$ cat src/rtl/mips_defs.sv
// Shared definitions for the register-file write-port arbiter.
// Holds default widths, the write-source encoding and the FSM state type.
package mips_defs;

    localparam int unsigned ADDR_W = 5;
    localparam int unsigned DATA_W = 32;
    localparam int unsigned WSRC_W = 2;
    localparam int unsigned CNT_W  = 4;

    typedef enum logic [WSRC_W-1:0] {
        WSRC_NONE = 2'd0,
        WSRC_PIPE = 2'd1,
        WSRC_LU   = 2'd2,
        WSRC_MEM  = 2'd3
    } wsrc_e;

    typedef enum logic {
        ST_NORMAL   = 1'b0,
        ST_STARVING = 1'b1
    } state_e;

endpackage

$ cat src/rtl/rr_arb2.sv
// Two-requester round-robin arbiter; req[0] wins ties when the pointer is 0,
// req[1] wins ties when the pointer is 1. The pointer toggles on advance.
module rr_arb2 (
    input  logic       clk,
    input  logic       rst,
    input  logic [1:0] req,
    input  logic       advance,
    output logic [1:0] grant
);

    logic r_rr;

    always_comb begin
        grant = 2'b00;
        case (req)
            2'b01:   grant = 2'b01;
            2'b10:   grant = 2'b10;
            2'b11:   grant = r_rr ? 2'b10 : 2'b01;
            default: grant = 2'b00;
        endcase
    end

    always_ff @(posedge clk or posedge rst) begin
        if (rst) begin
            r_rr <= 1'b0;
        end else if (advance) begin
            r_rr <= ~r_rr;
        end
    end

endmodule

$ cat src/rtl/rf_wport_arbiter.sv
// Register-file write-port arbiter: pipeline has fixed priority, the long-latency
// unit and late loads share leftover slots round-robin, with a starvation stall.
module rf_wport_arbiter #(
    parameter int unsigned DATA_W       = mips_defs::DATA_W,
    parameter int unsigned ADDR_W       = mips_defs::ADDR_W,
    parameter int unsigned STARVE_LIMIT = 4
) (
    input  logic              clk,
    input  logic              rst,
    input  logic              pipe_we,
    input  logic [ADDR_W-1:0] pipe_waddr,
    input  logic [DATA_W-1:0] pipe_wdata,
    input  logic              lu_valid,
    output logic              lu_ready,
    input  logic [ADDR_W-1:0] lu_waddr,
    input  logic [DATA_W-1:0] lu_wdata,
    input  logic              mem_valid,
    output logic              mem_ready,
    input  logic [ADDR_W-1:0] mem_waddr,
    input  logic [DATA_W-1:0] mem_wdata,
    output logic              rf_we,
    output logic [ADDR_W-1:0] rf_waddr,
    output logic [DATA_W-1:0] rf_wdata,
    output logic [1:0]        rf_wsrc,
    output logic              stall_req
);
    import mips_defs::*;

    localparam logic [CNT_W-1:0] LIMIT = CNT_W'(STARVE_LIMIT);

    logic              w_pipe_eff;
    logic [1:0]        w_req;
    logic [1:0]        w_grant;
    logic              w_sec_grant;
    logic              w_any_sec;

    logic              w_we;
    logic [ADDR_W-1:0] w_waddr;
    logic [DATA_W-1:0] w_wdata;
    wsrc_e             w_wsrc;
    logic [CNT_W-1:0]  w_cnt_nxt;
    state_e            w_state_nxt;

    logic              r_we;
    logic [ADDR_W-1:0] r_waddr;
    logic [DATA_W-1:0] r_wdata;
    wsrc_e             r_wsrc;
    logic [CNT_W-1:0]  r_starve_cnt;
    state_e            r_state;

    // A pipe write to $0 is discarded and leaves the port free for secondaries.
    assign w_pipe_eff  = pipe_we && (pipe_waddr != '0);
    assign w_req       = {mem_valid, lu_valid} & {2{~w_pipe_eff}};
    assign w_sec_grant = |w_grant;
    assign w_any_sec   = lu_valid | mem_valid;

    rr_arb2 u_arb (
        .clk     (clk),
        .rst     (rst),
        .req     (w_req),
        .advance (w_sec_grant),
        .grant   (w_grant)
    );

    assign lu_ready  = w_grant[0];
    assign mem_ready = w_grant[1];

    // Next write-port contents; a granted secondary to $0 is consumed silently.
    always_comb begin
        w_we    = 1'b0;
        w_waddr = '0;
        w_wdata = '0;
        w_wsrc  = WSRC_NONE;
        if (w_pipe_eff) begin
            w_we    = 1'b1;
            w_waddr = pipe_waddr;
            w_wdata = pipe_wdata;
            w_wsrc  = WSRC_PIPE;
        end else if (w_grant[0] && (lu_waddr != '0)) begin
            w_we    = 1'b1;
            w_waddr = lu_waddr;
            w_wdata = lu_wdata;
            w_wsrc  = WSRC_LU;
        end else if (w_grant[1] && (mem_waddr != '0)) begin
            w_we    = 1'b1;
            w_waddr = mem_waddr;
            w_wdata = mem_wdata;
            w_wsrc  = WSRC_MEM;
        end
    end

    // Starvation counter and stall FSM next-state.
    always_comb begin
        w_cnt_nxt   = r_starve_cnt;
        w_state_nxt = r_state;
        if (w_sec_grant || !w_any_sec) begin
            w_cnt_nxt = '0;
        end else if (r_starve_cnt != LIMIT) begin
            w_cnt_nxt = r_starve_cnt + CNT_W'(1);
        end
        case (r_state)
            ST_NORMAL: begin
                // A grant in the same cycle already relieves the starvation.
                if ((r_starve_cnt == LIMIT) && !w_sec_grant) begin
                    w_state_nxt = ST_STARVING;
                end
            end
            ST_STARVING: begin
                if (w_sec_grant) begin
                    w_state_nxt = ST_NORMAL;
                end
            end
            default: w_state_nxt = ST_NORMAL;
        endcase
    end

    always_ff @(posedge clk or posedge rst) begin
        if (rst) begin
            r_we         <= 1'b0;
            r_waddr      <= '0;
            r_wdata      <= '0;
            r_wsrc       <= WSRC_NONE;
            r_starve_cnt <= '0;
            r_state      <= ST_NORMAL;
        end else begin
            r_we         <= w_we;
            r_waddr      <= w_waddr;
            r_wdata      <= w_wdata;
            r_wsrc       <= w_wsrc;
            r_starve_cnt <= w_cnt_nxt;
            r_state      <= w_state_nxt;
        end
    end

    assign rf_we     = r_we;
    assign rf_waddr  = r_waddr;
    assign rf_wdata  = r_wdata;
    assign rf_wsrc   = r_wsrc;
    assign stall_req = (r_state == ST_STARVING);

endmodule

$ cat config.mk
export PLATFORM = sky130hd
export DESIGN_NAME = rf_wport_arbiter
export DESIGN_NICKNAME = d
export VERILOG_FILES = /design/src/rtl/mips_defs.sv /design/src/rtl/rr_arb2.sv /design/src/rtl/rf_wport_arbiter.sv
export SDC_FILE = /design/constraint.sdc
export NUM_CORES = 1
export LEC_CHECK = 0
export BUFFER_PORTS_ARGS = -buffer_cell sky130_fd_sc_hd__buf_2
export CORE_MARGIN = 3
export CORE_UTILIZATION = 25
export DETAILED_ROUTE_END_ITERATION = 8
export GPL_TIMING_DRIVEN = 1
export PLACE_DENSITY_LB_ADDON = 0.25
export SYNTH_ARGS = -nofsm -noshare
export SYNTH_HDL_FRONTEND = slang
export SYNTH_HIERARCHICAL = 1
export SYNTH_SLANG_ARGS = --single-unit
$ cat constraint.sdc
create_clock -name clk -period 2 [get_ports clk]
set_input_delay 0.1 -clock clk [delete_from_list [all_inputs] [get_ports clk]]
set_output_delay 0.1 -clock clk [all_outputs]
set_load 0.1 [all_outputs]
==> flow_summary.ini <==
[cts]
cts.sinks = 46
clk_latency_ps = 290
postCtsResizedCells = 0
numCtsBuffers = 5
cts_root_buf = clkbuf_8
clk_pin_slew_ps = 90
clk_path_buf_depth = 2
cts-htree-levels = 2
cts_tree = built

[worst_hold_path]
hold_path.class = in -> reg
min_path_cells = 3

[placement]
port_buffers = 158
gp_congestion = 0.7363
post-dp-hpwl_um = 5439
place_inst = 508
dp_slack_ps = -144.0

[synth]
avgSynthCellArea_um2 = 9.272
syn_area_mm2 = 0.002281
synthDistinctLibCells = 34
yosys_warnings = 6
synth_seq_cells = 46
syn_nets = 364
synth_seq_area_share_pct = 50.47
syn_inst = 246

[routing]
drtIter0Drc = 44
wl_per_cell_um = 14.06
vias = 2419
drc = 0
wl_um = 7271
via_per_inst = 4.679
first_pass_iters = 4
antenna_left = 0

[die]
die_x_um = 101.5
die_area_mm2 = 0.01031
start_util_pct = 25.90
core_area_mm2 = 0.008806
io_pins = 159
row_count = 34
die_h_um = 101.5

[sta]
layout_min_cycle_time_ps = 1828
setup_violations = 0
tightest_slew_ps = 516.9
worst_slack_ps = 171.8
slew_headroom_pct = 65.78
grt_setup_unrepaired = no
fin_crit_sh_pct = 91.41
finalHoldViolCount = 0
worst_hold_slack_ps = 46.31
fmax_ghz = 0.5470
final.setup_skew_ps = 5.169
drv_slew = 0

[worst_setup_path]
cp_max_fo = 20
r2r_cells = 6
cp-end-kind = flop
worstPathRequired_ps = 2220
crit_arrival_ps = 2050
start_kind = input port
path_class = in -> reg

[global_route]
grt_max_degree = 51
antenna_found_initial = 0
grt.total_usage_pct = 14.10
grt_pass1_vias = 2397
grt_pass1_wl_um = 11500
grt.overflow.total = 0

[power_and_ir_drop]
p_per_area_mw_per_mm2 = 947.9
p_leak_uw = 0.001708
total_power_uw = 3251
ir_drop_mv = 0.3429

[final_layout]
drive_gt1_share_pct = 47.43
utilization_pct = 38.95
nNetsFinal = 526
fill_cells = 919
n_antenna_cell = 0
fin_cells = 517
areaGrowthSynthToFinish_pct = 50.36

[job]
drv_cap = 0

[run_status]
outcome = complete, no violations
-- worst max-delay path: stages --
cell      delay, ps
buf_2           110
or4_4           540
o21ai_4         180
and2_4          160
a21boi_4        230
o21a_1          270
buf_12          190
nand2_1          70
a31oi_2         180
-- routing by layer --
metal / global-route usage, % / routed length, µm
met5: 0 / 0
met4: 4.294 / 102
met3: 2.548 / 438
met2: 25.30 / 3735
met1: 17.09 / 2993
-- registers in the layout (all words and copies together), names as in the netlist --
signal	cells
rf_wdata	32
rf_waddr	5
r_starve_cnt	4
rf_wsrc	2
rf_we	1
stall_req	1
u_arb/r_rr	1
-- timing repair --
| action | 4_1_cts | 5_1_grt |
|---|---|---|
| endpoints found under the setup margin | 0 | 0 |
| setup buffers | 0 | 0 |
| endpoints found under the hold margin | 46 | 0 |
| hold buffers | 1 | 0 |
-- placed cells by master, fill, tap and decap left out, drive strengths merged, types with 2 or more instances in the layout --
master and count:
buf 173, dfrtp 46, nor2 38, nand2 35, nand3 34, a31oi 32, clkbuf 6, inv 6
and3 5, a221o 4, o21a 3, a21oi 3, or4 3, o21ai 3, ha 2, bufinv 2
a21boi 2, and2 2
-- through the flow --
step / area, µm² / setup TNS, ps
CTS: 3430 / 0
global placement: 3277 / -2189
floorplan: 2345 / -30780
finish: 3430 / 0
detailed placement: 3277 / -3974
global route: 3430 / 0
-- logic make-up (layout without fill, tap and decap cells) --
group | after synthesis | after routing | synth area share, %
AND/OR/NAND/NOR | 121 | 121 | 23.97
AO/OA/AOI/OAI | 49 | 49 | 15.14
flip-flops | 46 | 46 | 50.47
buffers and inverters | 25 | 188 | 8.118
adder cells (fa/ha/maj) | 2 | 2 | 1.097
XOR/XNOR | 2 | 2 | 0.7681
multiplexers | 1 | 1 | 0.4389
-- synth_stat cells --
cell      count  area [µm²]
or2_2         1       6.260
o21bai_1      1       7.510
buf_2         7       35.03
o21ai_4       1       16.27
xor2_1        1       8.760
mux2i_1       1       10.01
a21boi_1      1       7.510
ha_1          2       25.02
o21ai_2       1       8.760
and3_2        2       15.01
a32oi_1       1       8.760
nand3_1      33       165.2
a21oi_1       3       15.01
and3_1        3       18.77
buf_6        10       112.6
a31oi_1      31       193.9
nor3_1        1       5.000
xnor2_1       1       8.760
buf_4         2       15.01
nand2b_1      1       6.260
or4_4         1       11.26
a221o_1       4       40.04
nand2_1      35       131.4
dfrtp_1      46        1151
nand3_2       1       10.01
a31oi_2       1       12.51
inv_1         6       22.52
or4_1         2       15.01
and2_1        2       12.51
o21a_1        3       22.52
nand3b_1      1       7.510
a21boi_0      1       7.510
o21ai_0       1       5.000
nor2_1       38       142.6
-- where the power goes --
part	switching (µW)	total (µW)	internal, µW	leakage, µW
Sequential	49.5	1090	1040	0.000559
Clock	324	858	533	0.0000714
Combinational	992	1310	314	0.00108
-- area by class of cell --
| class | count | area, µm² | area share, % |
|---|---|---|---|
| sequential | 46 | 1151 | 33.56 |
| clock buffer | 6 | 82.58 | 2.408 |
| clock inverter | 2 | 60.06 | 1.751 |
| tap | 108 | 135.1 | 3.940 |
| timing repair buffer | 174 | 993.5 | 28.97 |
| inverter | 6 | 22.52 | 0.6567 |
| multi-input combinational | 175 | 984.7 | 28.71 |
-- final timing paths --
path / startpoint / to / slack (ps)
worst max-delay path: pipe_waddr[1] / rf_wdata[2]$_DFF_PP0_ / 170
worst min-delay path: lu_wdata[31] / rf_wdata[31]$_DFF_PP0_ / 50
worst max register to register: u_arb/r_rr$_DFFE_PP0P_ / rf_wdata[25]$_DFF_PP0_ / 530
worst min register to register: stall_req$_DFF_PP0_ / stall_req$_DFF_PP0_ / 520
max in group asynchronous: rst / rf_wdata[10]$_DFF_PP0_ / 1360
min in group asynchronous: rst / u_arb/r_rr$_DFFE_PP0P_ / 190
Power figures use the tool's default switching activity.
